==> src/rtl/mem_pkg.sv <==
// Shared datamem types: access width encoding and helpers
// used by the arbiter and anything driving the datamem port.
package mem_pkg;

  typedef enum logic [1:0] {
    RW_B    = 2'b00,
    RW_HALF = 2'b01,
    RW_WORD = 2'b10
  } rw_type_e;

  localparam logic [1:0] RW_ILLEGAL = 2'b11;

  function automatic logic [2:0] rw_nbytes(input logic [1:0] t);
    logic [2:0] n;
    unique case (t)
      RW_B:    n = 3'd1;
      RW_HALF: n = 3'd2;
      RW_WORD: n = 3'd4;
      default: n = 3'd0;
    endcase
    return n;
  endfunction

endpackage

==> src/rtl/rr_arbiter2.sv <==
// Two-way round-robin grant; the port that did not win
// last time takes priority when both are eligible.
module rr_arbiter2 (
  input  logic       clk,
  input  logic       rst_n,
  input  logic [1:0] elig,
  output logic [1:0] gnt
);

  logic last_gnt_q;

  always_comb begin
    gnt = 2'b00;
    unique case (elig)
      2'b01:   gnt = 2'b01;
      2'b10:   gnt = 2'b10;
      2'b11:   gnt = last_gnt_q ? 2'b01 : 2'b10;
      default: gnt = 2'b00;
    endcase
  end

  always_ff @(posedge clk or negedge rst_n) begin
    if (!rst_n) begin
      last_gnt_q <= 1'b1;
    end else if (|gnt) begin
      last_gnt_q <= gnt[1];
    end
  end

endmodule

==> src/rtl/datamem_arbiter.sv <==
// Two-port front end for the single datamem port: grant,
// alignment/bounds check and registered per-port responses.
module datamem_arbiter
  import mem_pkg::*;
#(
  parameter int MEM_SIZE = 512
) (
  input  logic        clk,
  input  logic        rst_n,
  input  logic        req0_valid,
  output logic        req0_ready,
  input  logic        req0_we,
  input  logic [1:0]  req0_type,
  input  logic [31:0] req0_addr,
  input  logic [31:0] req0_wdata,
  input  logic        req0_sign_ext,
  input  logic        req1_valid,
  output logic        req1_ready,
  input  logic        req1_we,
  input  logic [1:0]  req1_type,
  input  logic [31:0] req1_addr,
  input  logic [31:0] req1_wdata,
  input  logic        req1_sign_ext,
  output logic        rsp0_valid,
  input  logic        rsp0_ready,
  output logic [31:0] rsp0_rdata,
  output logic        rsp0_err,
  output logic        rsp1_valid,
  input  logic        rsp1_ready,
  output logic [31:0] rsp1_rdata,
  output logic        rsp1_err,
  output logic        mem_write_en,
  output logic [1:0]  mem_type,
  output logic [31:0] mem_addr,
  output logic [31:0] mem_din,
  output logic        mem_sign_ext,
  input  logic [31:0] mem_dout
);

  logic [1:0]  rsp_valid_q;
  logic [1:0]  rsp_err_q;
  logic [31:0] rsp_rdata_q [2];

  logic [1:0]  req_v;
  logic [1:0]  rsp_rdy;
  logic [1:0]  elig;
  logic [1:0]  gnt;

  // Reset gates requests so nothing is granted or written while held
  assign req_v   = {req1_valid, req0_valid} & {2{rst_n}};
  assign rsp_rdy = {rsp1_ready, rsp0_ready};
  assign elig    = req_v & (~rsp_valid_q | rsp_rdy);

  rr_arbiter2 u_rr (
    .clk   (clk),
    .rst_n (rst_n),
    .elig  (elig),
    .gnt   (gnt)
  );

  logic        any;
  logic        s_we;
  logic [1:0]  s_type;
  logic [31:0] s_addr;
  logic [31:0] s_wdata;
  logic        s_sx;

  assign any     = |gnt;
  assign s_we    = gnt[1] ? req1_we       : req0_we;
  assign s_type  = gnt[1] ? req1_type     : req0_type;
  assign s_addr  = gnt[1] ? req1_addr     : req0_addr;
  assign s_wdata = gnt[1] ? req1_wdata    : req0_wdata;
  assign s_sx    = gnt[1] ? req1_sign_ext : req0_sign_ext;

  logic [2:0] nbytes;
  logic       mis;
  logic       oor;
  logic       err;

  always_comb begin
    nbytes = rw_nbytes(s_type);
    mis    = 1'b0;
    unique case (s_type)
      RW_B:    mis = 1'b0;
      RW_HALF: mis = s_addr[0];
      RW_WORD: mis = |s_addr[1:0];
      default: mis = 1'b1;
    endcase
    oor = {1'b0, s_addr} > (33'(MEM_SIZE) - 33'(nbytes));
    err = mis | oor;
  end

  assign mem_write_en = any & s_we & ~err;
  assign mem_type     = any ? s_type  : RW_WORD;
  assign mem_addr     = any ? s_addr  : 32'd0;
  assign mem_din      = any ? s_wdata : 32'd0;
  assign mem_sign_ext = any & s_sx;

  logic [31:0] ld_data;
  assign ld_data = (!s_we && !err) ? mem_dout : 32'd0;

  always_ff @(posedge clk or negedge rst_n) begin
    if (!rst_n) begin
      rsp_valid_q    <= 2'b00;
      rsp_err_q      <= 2'b00;
      rsp_rdata_q[0] <= 32'd0;
      rsp_rdata_q[1] <= 32'd0;
    end else begin
      for (int n = 0; n < 2; n++) begin
        if (gnt[n]) begin
          rsp_valid_q[n] <= 1'b1;
          rsp_err_q[n]   <= err;
          rsp_rdata_q[n] <= ld_data;
        end else if (rsp_rdy[n]) begin
          rsp_valid_q[n] <= 1'b0;
        end
      end
    end
  end

  assign req0_ready = gnt[0];
  assign req1_ready = gnt[1];
  assign rsp0_valid = rsp_valid_q[0];
  assign rsp1_valid = rsp_valid_q[1];
  assign rsp0_err   = rsp_err_q[0];
  assign rsp1_err   = rsp_err_q[1];
  assign rsp0_rdata = rsp_rdata_q[0];
  assign rsp1_rdata = rsp_rdata_q[1];

endmodule

==> config.mk <==
export PLATFORM = sky130hd
export DESIGN_NAME = datamem_arbiter
export DESIGN_NICKNAME = d
export VERILOG_FILES = /design/src/rtl/mem_pkg.sv /design/src/rtl/rr_arbiter2.sv /design/src/rtl/datamem_arbiter.sv
export SDC_FILE = /design/constraint.sdc
export NUM_CORES = 1
export LEC_CHECK = 0
export ABC_AREA = 1
export CAP_MARGIN = 20
export CELL_PAD_IN_SITES_DETAIL_PLACEMENT = 1
export CELL_PAD_IN_SITES_GLOBAL_PLACEMENT = 1
export CORE_MARGIN = 3
export CORE_UTILIZATION = 24
export DETAILED_ROUTE_END_ITERATION = 16
export GPL_ROUTABILITY_DRIVEN = 0
export GPL_TIMING_DRIVEN = 0
export PLACE_DENSITY = 0.79
export SYNTH_ARGS = -nofsm -noshare
export SYNTH_HDL_FRONTEND = slang
export SYNTH_HIERARCHICAL = 1
export SYNTH_SLANG_ARGS = --single-unit
==> constraint.sdc <==
create_clock -name clk -period 4.2 [get_ports clk]
set_input_delay 0.42 -clock clk [delete_from_list [all_inputs] [get_ports clk]]
set_output_delay 0.42 -clock clk [all_outputs]
set_load 0.01 [all_outputs]
Word level (Yosys, flattened, before mapping)
Index checks and enable logic that the tools add are counted.
Storage, ports and cells
  register bits after elaboration: 69
  input bits: 174
  output and inout port bits: 138
  word-level logic and storage cells: 48
Cells by class
  add/sub/neg operators: 1
  $lt $le $gt $ge: 1
  equality and inequality tests: 5
  muxes and demuxes: 17
  bitwise logic cells: 9
  reduce and logical (&&, ||, !) cells: 8
Operators by type and width (number)
  $mux 32: 5
  $gt 32x33->1: 1
  $sub 10x3->11 const A: 1
  $pmux 3 s3: 1
  $eq 2x2->1 const B: 3
  $mux 1: 6
  $mux 2: 3
  $pmux 2 s3: 1
  $and 2x2->2: 2
  $eq 2x1->1 const B: 2
  $reduce_bool 2->1: 2
  $reduce_or 2->1: 2
  $and 1x1->1: 3
  $pmux 1 s3: 1
  $logic_not 1->1: 2
  $logic_not 2->1: 1
  $not 2->2: 1
  $or 2x2->2: 1
  $logic_and 1x1->1: 1
  $not 1->1: 1
  $or 1x1->1: 1

Longest topological paths before layout
Gate-level depths: netlist of run 1.
  word-level depth: 14
  mapped depth: 26
  depth with buffers taken out: 22

Hierarchy
Netlist of run 1, hierarchy kept.
Modules (own cells, without submodules)
  datamem_arbiter: instances 1, cells each 653, area an instance 4735.8 um^2, sequential area each 1701.6 um^2
  rr_arbiter2: instances 1, cells each 11, area an instance 66.3 um^2, sequential area each 26.3 um^2

Least setup slack after synthesis of run 1
Ideal clock, no wire load.
  path type: register to output
  start: register rsp_valid_q[0]
  end: output mem_write_en
  arrival time: 3399 ps
  data required time: 3780 ps
  slack: 381 ps
  cell stages (with the launch flop): 26
  path buffers: 6
  path through: dfrtp_1 > inv_1 > o211a_1 > a21oi_1 > buf_6 > buf_6 > buf_6 > clkbuf_1 > clkbuf_1 > nand2_1 > nand2_1 > ha_1 > a21oi_1 > nand2_1 > nand2_1 > nand2_1 > nand2_1 > nand2_1 > nand2_1 > nand2_1 > nand2_1 > nand2_1 > nand2_4 > buf_6 > nand2_1 > nor3_2
Between the ends
  word-level cells in the longest chain between the ends: 13
  elaborated cells between the ends (all ways): 23
  classes of those cells: add/sub: 1; order compare: 1; eq/ne: 5; mux: 6; bitwise: 7; reduce/logical: 3
Ends and longest elaborated chain
  start, declared: RTL line datamem_arbiter.sv:40  | logic [1:0] rsp_valid_q;
  start signal, assigned: RTL line datamem_arbiter.sv:104  | rsp_valid_q <= 2'b00;
  start signal, assigned by index: RTL line datamem_arbiter.sv:111  | rsp_valid_q[n] <= 1'b1;
  start signal, assigned by index: RTL line datamem_arbiter.sv:115  | rsp_valid_q[n] <= 1'b0;
  $not 2->2 (*): RTL line datamem_arbiter.sv:52  | assign elig = req_v & (~rsp_valid_q | rsp_rdy);
  $or 2x2->2 (*): RTL line datamem_arbiter.sv:52
  $and 2x2->2 (*): RTL line datamem_arbiter.sv:52
  via elig[0]: RTL line datamem_arbiter.sv:46  | logic [1:0] elig;
  $eq 2x2->1 or $eq 2x1->1 (tied branches): RTL line rr_arbiter2.sv:14  | unique case (elig)
  $pmux 2 s3 (*): RTL line rr_arbiter2.sv:14
  via req1_ready: RTL line datamem_arbiter.sv:18  | output logic req1_ready,
  $mux 2: RTL line datamem_arbiter.sv:70  | assign s_type = gnt[1] ? req1_type : req0_type;
  $eq 2x2->1, or another cell as far along: RTL line mem_pkg.sv:15, datamem_arbiter.sv:83
  $pmux 3 s3: RTL line mem_pkg.sv:15  | unique case (t)
  $sub 10x3->11: RTL line datamem_arbiter.sv:89  | oor = {1'b0, s_addr} > (33'(MEM_SIZE) - 33'(nbytes));
  $gt 32x33->1: RTL line datamem_arbiter.sv:89
  $or 1x1->1: RTL line datamem_arbiter.sv:90  | err = mis | oor;
  $not 1->1: RTL line datamem_arbiter.sv:93  | assign mem_write_en = any & s_we & ~err;
  $and 1x1->1 (*): RTL line datamem_arbiter.sv:93
  end, declared: RTL line datamem_arbiter.sv:32  | output logic mem_write_en,
The timed path passes the listed nets; every way through them passes the cells marked *.

Final worst setup path of run 1
  start: input rsp1_ready
  end: output mem_addr[31]
Between the ends
  word-level cells in the longest chain between the ends: 6
  elaborated cells between the ends (all ways): 9
  classes of those cells: eq/ne: 3; mux: 3; bitwise: 2; reduce/logical: 1
Ends and longest elaborated chain
  start, declared: RTL line datamem_arbiter.sv:29  | input logic rsp1_ready,
  $or 2x2->2 (*): RTL line datamem_arbiter.sv:52
  $and 2x2->2 (*): RTL line datamem_arbiter.sv:52
  via elig[1]: RTL line datamem_arbiter.sv:46
  $eq 2x2->1 or $eq 2x1->1 (tied branches): RTL line rr_arbiter2.sv:14
  $pmux 2 s3 (*): RTL line rr_arbiter2.sv:14
  $mux 32 or $reduce_or 2->1 (tied branches): RTL line datamem_arbiter.sv:71, datamem_arbiter.sv:68
  $mux 32 (*): RTL line datamem_arbiter.sv:95  | assign mem_addr = any ? s_addr : 32'd0;
  end, declared: RTL line datamem_arbiter.sv:34  | output logic [31:0] mem_addr,
Marks and branches as above.

==> results of run 1 <==
==> per-stage QoR <==
stage / cell area, um^2 / power, W / instances / setup TNS [ps]
3_5_place_dp: 8260 / 0.00138 / 1241 / -48070
5_1_grt: 8790 / 0.00229 / 1271 / -65.3
3_3_place_gp: 8250 / 0.00137 / 1240 / -409270
6_report: 8790 / 0.00217 / 1271 / 0
2_1_floorplan: 4800 / 0.000958 / 664 / 0
4_1_cts: 8670 / 0.00219 / 1259 / 0
==> state kept, by name (all words and copies together) (netlist names) <==
signal           count
rsp_valid_q          2
rsp_err_q            2
u_rr/last_gnt_q      1
rsp1_rdata          32
rsp0_rdata          32
==> cells by family after synthesis <==
family	synth area share
adder cells (fa/ha/maj)	0.0130
AND/OR/NAND/NOR	0.309
AO/OA/AOI/OAI	0.180
multiplexers	0.0125
buffers and inverters	0.126
flip-flops	0.360
==> power breakdown <==
part / total (W) / internal (W) / switching, W
clock network: 0.000787 / 0.000468 / 0.000319
logic: 0.000708 / 0.000356 / 0.000352
registers: 0.000676 / 0.000672 / 0.00000454
==> Yosys cell counts, types with 5 or more instances <==
master | number | share of area
nand2_1 | 85 | 0.066
dfrtp_1 | 68 | 0.35
a21oi_1 | 40 | 0.042
clkbuf_1 | 29 | 0.023
or2_1 | 8 | 0.010
nor2_1 | 167 | 0.13
o21ai_1 | 16 | 0.017
nand3_1 | 7 | 0.0073
mux2i_1 | 6 | 0.013
buf_6 | 5 | 0.012
inv_1 | 92 | 0.072
o21bai_1 | 60 | 0.094
buf_2 | 5 | 0.0052
nand4_2 | 27 | 0.070
o21ai_0 | 6 | 0.0063
ha_1 | 5 | 0.013
nand4_1 | 8 | 0.010
==> final cells by class <==
class                           instances  share of cell area
Inverter                               95              0.0406
Antenna cell                            1            0.000285
Timing Repair Buffer                  326               0.370
Tap cell                              265              0.0377
Multi-Input combinational cell        455               0.284
Clock inverter                          7             0.00925
Sequential cell                        69               0.197
Clock buffer                            9              0.0256
Buffer                                 44              0.0360
==> metal layers <==
layer  global-route usage  routed length (um)  vias up
met1                0.243                9270     2716
met5                    0                   0        -
met3               0.0635                1870       26
met2                0.382               11800      203
li1                     -                   -     2772
met4               0.0592                 544        0
==> cells in the final DEF (no fill, tap or decap), types with 3 or more instances in the layout <==
cell	instances
or2_1	8
inv_2	3
clkbuf_16	11
nand2_1	84
mux2i_1	5
nand3_1	7
clkdlybuf4s50_1	309
buf_4	17
nor2_2	3
clkbuf_1	23
buf_12	3
buf_2	5
inv_1	92
nor2_1	167
buf_6	3
buf_8	4
o21bai_2	4
nand4_2	27
inv_6	3
o21ai_2	3
dfrtp_1	68
nand4_1	8
o21ai_1	15
o21bai_1	60
a21oi_1	38
ha_1	4
o21ai_0	6
==> what timing repair did <==
item,in CTS,in global routing
endpoints found under the hold margin,30,0
hold buffers,1,0
buffers inserted,1,12
pin swaps,1,4
resized for setup,23,7
setup endpoints to repair,111,4
==> worst max-delay path, stage by stage <==
cell and delay, ps:
clkdlybuf4s50_1 420, o211a_1 250, inv_1 100, a21oi_2 50, buf_6 130, buf_8 130
buf_8 130, clkbuf_16 170, nor2_1 570, clkbuf_1 530, nor2_1 110, clkdlybuf4s50_1 550
==> final timing paths <==
path	cells past startpoint	slack, ps	start	endpoint
setup / recovery	12	200	rsp1_ready	mem_addr[31]
hold / removal	2	80	rst_n	rsp0_rdata[17]$_DFFE_PN0P_
setup reg to reg	27	810	rsp_valid_q[1]$_DFFE_PN0P_	rsp0_rdata[19]$_DFFE_PN0P_
hold reg to reg	2	490	u_rr/last_gnt_q$_DFFE_PN1P_	u_rr/last_gnt_q$_DFFE_PN1P_
max in group asynchronous	2	3890	rst_n	rsp0_rdata[3]$_DFFE_PN0P_
min in group clk	2	490	u_rr/last_gnt_q$_DFFE_PN1P_	u_rr/last_gnt_q$_DFFE_PN1P_
==> key figures, run 1 <==
Floorplanning
  – Die area: 21,700 um^2
  – Core area: slightly below 20,000 um^2
  – # rows: 51
  – Initial Util: 0.245
  – Die H: 147 um
  – IO Count: 312
  – DIE WIDTH: 147 um

Job
  – Max cap viols: 0

Synth
  – Synth async-reset ratio: 1.00
  – Post-synth EDFFs: 0
  – Ys flop type: dfrtp_1
  – Avg Inst Size Synth: approximately 7.2 um^2
  – Net Count, Synth: 843
  – Post-synthesis instance total: between 600 and 700
  – #FFs+latches synth: 69
  – Post-Syn Area: 4800 um^2
  – Netlist cell types: 34
  – Sequential area share after synthesis: 0.360
  – Ys Warns: 6

Global route
  – Initial antenna violation count: 1
  – Global-route wire length before repair: 36,000 um
  – Number of global-route vias before repair: roughly 6,200
  – Largest net degree at the start of global routing: 39
  – Total global-route track usage: 0.212
  – Total grt overflow: 0

Pwr
  – Lkg Pwr: 3.79 nW
  – Max VDD drop: 0.165 mV
  – Power Density: 247 nW/um^2

STA
  – Worst slew margin: 0.517
  – RSZ-0062 raised after global routing: yes
  – Hold WS: 76.0 ps
  – Final-report setup violation count: 0
  – Final Hold Viols: 0
  – Worst Skew: 6.60 ps
  – Actual slew at the worst max-slew pin: 721 ps
  – Period minus WS final: 4000 ps
  – Setup WS post-layout: 204 ps
  – Max-slew violations: 0
  – Fmax: 250 MHz
  – Tcrit/Tclk final: 0.952

Min path
  – Worst Hold Class: in -> async

Worst setup path
  – Worst EP arrival: 3580 ps
  – Data required time of the worst path: around 3800 ps
  – Startpoint types: input pin
  – Critical path class: in -> out
  – CP endpoint kind: output port
  – Critical path peak fanout: 10

Clocking
  – CTS tree: done
  – H-tree level count: 3
  – Clock slew at reported path FFs: 70 ps
  – Number of CTS-inserted buffers: 9
  – Sink Count: 69
  – Clk_lat worst skew: 340 ps
  – Root Driver: clkbuf_16
  – Max Buffers Root-to-Sink: 2

Drt
  – Vias/cell: between 4 and 5
  – Routed wire per std cell: 18.5 um
  – Initial DRC Count: between 100 and 150
  – Final WL: approximately 23,000 um
  – Vias: 5,717
  – DRC Markers: 0
  – Final ANT Viol Nets: 0
  – Drt first pass iters: 4

Place
  – HPWL Detailed: about 18,000 um
  – Input/output buffers: 311
  – Pre-CTS setup slack: -1550 ps

Outcome
  – Outcome: completed

Finish
  – Final #Nets: 1,179
  – Layout cells sized above 1: 0.101
  – Area of the multi-input gates: 2500 um^2
  – Reg area: 1730 um^2
  – Synthesis-to-finish area growth: 83.1%
  – Layout fillers: 2,408
  – Final design utilization: 0.449
(Power assumes the default switching activity.)
==> run 2: changes to the inputs <==
Settings changed: CTS_CLUSTER_DIAMETER set to 100.
==> results of run 2 <==
No change in the layout: final DEF, timing and power equal those of run 1.
==> run 3: changes to the inputs <==
Settings changed: SKIP_CTS_REPAIR_TIMING set to 1.
==> run 3 against run 2 <==
Via count decreased by 0.51%. Final area decreased by 0.68%. Critical path depth increased by 15. Routed wire length decreased by 0.23%. Clock skew about the same. Critical endpoint is now mem_write_en.
==> key figures, run 3 (same netlist as run 1, synthesis figures left out) <==
Worst setup path
  – Reg2reg start: rsp_valid_q[1]$_DFFE_PN0P_ (unchanged)
  – Worst EP arrival: 3560 ps (was 3580 ps)
  – Critical path class: in -> out (unchanged)
  – R2R depth: 27 (unchanged)
  – CP endpoint: mem_write_en (was mem_addr[31])
  – Data required time of the worst path: 3780 ps (about the same)
  – Setup crit start: rsp1_ready (unchanged)
  – Register-to-register setup slack: 830 ps (was 810 ps)
  – Reg2reg end: rsp0_rdata[19]$_DFFE_PN0P_ (unchanged)
  – CP endpoint kind: output port (unchanged)
  – Startpoint types: input pin (unchanged)
  – Critical path peak fanout: 10 (unchanged)

Floorplanning
  – Die area: 21,700 um^2 (unchanged)
  – DIE WIDTH: 147 um (unchanged)
  – Initial Util: 0.245 (unchanged)
  – IO Count: 312 (unchanged)
  – # rows: 51 (unchanged)
  – Core area: 19,600 um^2 (unchanged)
  – Die H: 147 um (unchanged)

Drt
  – Drt first pass iters: 4 (unchanged)
  – Final ANT Viol Nets: 0 (unchanged)
  – DRC Markers: 0 (unchanged)
  – Initial DRC Count: 99 (was 137)
  – Vias: 5,688 (was 5,717)
  – Final WL: 23,400 um (was 23,500 um)
  – Routed wire per std cell: 18.5 um (about the same)
  – Vias/cell: 4.50 (about the same)

Clocking
  – Number of CTS-inserted buffers: 9 (unchanged)
  – Sink Count: 69 (unchanged)
  – Root Driver: clkbuf_16 (unchanged)
  – CTS tree: done (unchanged)
  – Max Buffers Root-to-Sink: 2 (unchanged)
  – Clk_lat worst skew: 340 ps (about the same)
  – H-tree level count: 3 (unchanged)
  – Clock slew at reported path FFs: 60 ps (was 70 ps)

STA
  – Max-slew violations: 0 (unchanged)
  – Period minus WS final: 3980 ps (was 4000 ps)
  – Tcrit/Tclk final: 0.948 (was 0.952)
  – Fmax: 251 MHz (was 250 MHz)
  – Final-report setup violation count: 0 (unchanged)
  – Actual slew at the worst max-slew pin: 847 ps (was 721 ps)
  – Worst slew margin: 0.434 (was 0.517)
  – Final Hold Viols: 0 (unchanged)
  – RSZ-0062 raised after global routing: yes (unchanged)
  – Worst Skew: 6.51 ps (was 6.60 ps)

Finish
  – Layout cells sized above 1: 0.0931 (was 0.101)
  – Finished layout cell area: 8730 um^2 (was 8790 um^2)
  – Commonest cells after routing, fill and taps aside: clkdlybuf4s50_1, nor2_1, inv_1, nand2_1, dfrtp_1 (unchanged)
  – Non-Filler Instances: 1,265 (was 1,271)
  – Most common cell after layout, fill and taps aside: clkdlybuf4s50_1 (unchanged)
  – Final #Nets: 1,173 (was 1,179)
  – Synthesis-to-finish area growth: 81.8% (was 83.1%)
  – Layout fillers: 2,414 (was 2,408)

Pwr
  – Power Density: 248 nW/um^2 (was 247 nW/um^2)
  – Lkg Pwr: 3.75 nW (was 3.79 nW)
  – Max VDD drop: 0.167 mV (was 0.165 mV)

Global route
  – Initial antenna violation count: 1 (unchanged)
  – Number of global-route vias before repair: 6,191 (was 6,227)
  – Total global-route track usage: 0.209 (was 0.212)
  – Total grt overflow: 0 (unchanged)
  – Largest net degree at the start of global routing: 39 (unchanged)
  – Global-route wire length before repair: 35,700 um (was 36,000 um)

Outcome
  – Outcome: completed (unchanged)

Place
  – # placed instances: 1,241 (unchanged)
  – DP Area: 8260 um^2 (unchanged)
  – Input/output buffers: 311 (unchanged)
  – HPWL Detailed: 18,500 um (unchanged)

Min path
  – Worst Hold Class: in -> async (unchanged)

Job
  – Max cap viols: 0 (unchanged)
==> run 3: cell types whose count changed in the layout (fill, tap and decap cells not counted), moves of 2 or more <==
cell,before,now
buf_12,3,5
buf_4,17,10
buf_6,3,5
clkbuf_16,11,9
dlygate4sd3_1,0,2
==> run 3: how the worst min path moves through the flow <==
| stage | startpoint | end | slack (ps) | cells past startpoint |
|---|---|---|---|---|
| 3_5_place_dp | rst_n | rsp0_rdata[17]$_DFFE_PN0P_ | 410 | 1 |
| 4_1_cts | rst_n | rsp0_rdata[17]$_DFFE_PN0P_ | 40 | 1 |
| 6_report | rst_n | u_rr/last_gnt_q$_DFFE_PN1P_ | 60 | 1 |
| 3_3_place_gp | u_rr/last_gnt_q$_DFFE_PN1P_ | u_rr/last_gnt_q$_DFFE_PN1P_ | 470 | 2 |
| 2_1_floorplan | rst_n | rsp0_rdata[0]$_DFFE_PN0P_ | 120 | 0 |
| 5_1_grt | rst_n | u_rr/last_gnt_q$_DFFE_PN1P_ | 60 | 1 |
==> run 3: per-layer routing <==
metal,track usage,up-vias,wire length (um)
met5,0,-,0
met3,0.0607,30,1860
met1,0.242,2688,9240
met2,0.379,208,11700
li1,-,2762,-
met4,0.0541,0,663
==> run 3: stage by stage <==
stage	util	total power [W]	hold WS [ps]	setup WS [ps]	TNS, ps
global placement	0.421	0.00137	475	-4230	-409270
CTS	0.438	0.00217	43.1	-1550	-25060
detailed placement	0.422	0.00138	412	-1550	-48070
global route	0.446	0.00228	60.5	-96.9	-96.9
finish	0.446	0.00217	64.6	219	0
floorplan	-	0.000958	124	381	0
==> run 3: worst max-delay path, cell delays in order <==
cell and delay (ps):
clkdlybuf4s50_1 470, o211a_1 190, inv_1 80, a21oi_2 150, buf_6 140, buf_8 130
buf_12 140, buf_12 140, buf_12 130, nand2_1 80, nand2_2 90, ha_4 200
a21oi_2 110, nand2_1 60, nand2_1 60, nand2_1 40, nand2_1 50, nand2_1 40
nand2_1 60, nand2_1 50, nand2_1 50, nand2_1 80, nand2_4 110, buf_12 140
nand2_1 70, nor3_2 110, buf_4 160
==> run 3: power by group <==
part | internal [W] | total, W | switching (W)
Combinational | 0.000352 | 0.000703 | 0.000351
Sequential | 0.000672 | 0.000676 | 0.00000454
Clock | 0.000468 | 0.000789 | 0.000320
Total | 0.00149 | 0.00217 | 0.000676
==> run 3: cell type report <==
class / instances / area (um^2) / share of cell area
multi-input cells: 455 / 2500 / 0.286
inverters: 95 / 357 / 0.0408
diodes: 1 / 2.50 / 0.000287
clock inverters: 7 / 81.3 / 0.00931
repair buffers: 320 / 3200 / 0.366
clock buffers: 9 / 225 / 0.0258
flip-flops and latches: 69 / 1730 / 0.198
well taps: 265 / 332 / 0.0380
plain buffers: 44 / 313 / 0.0358
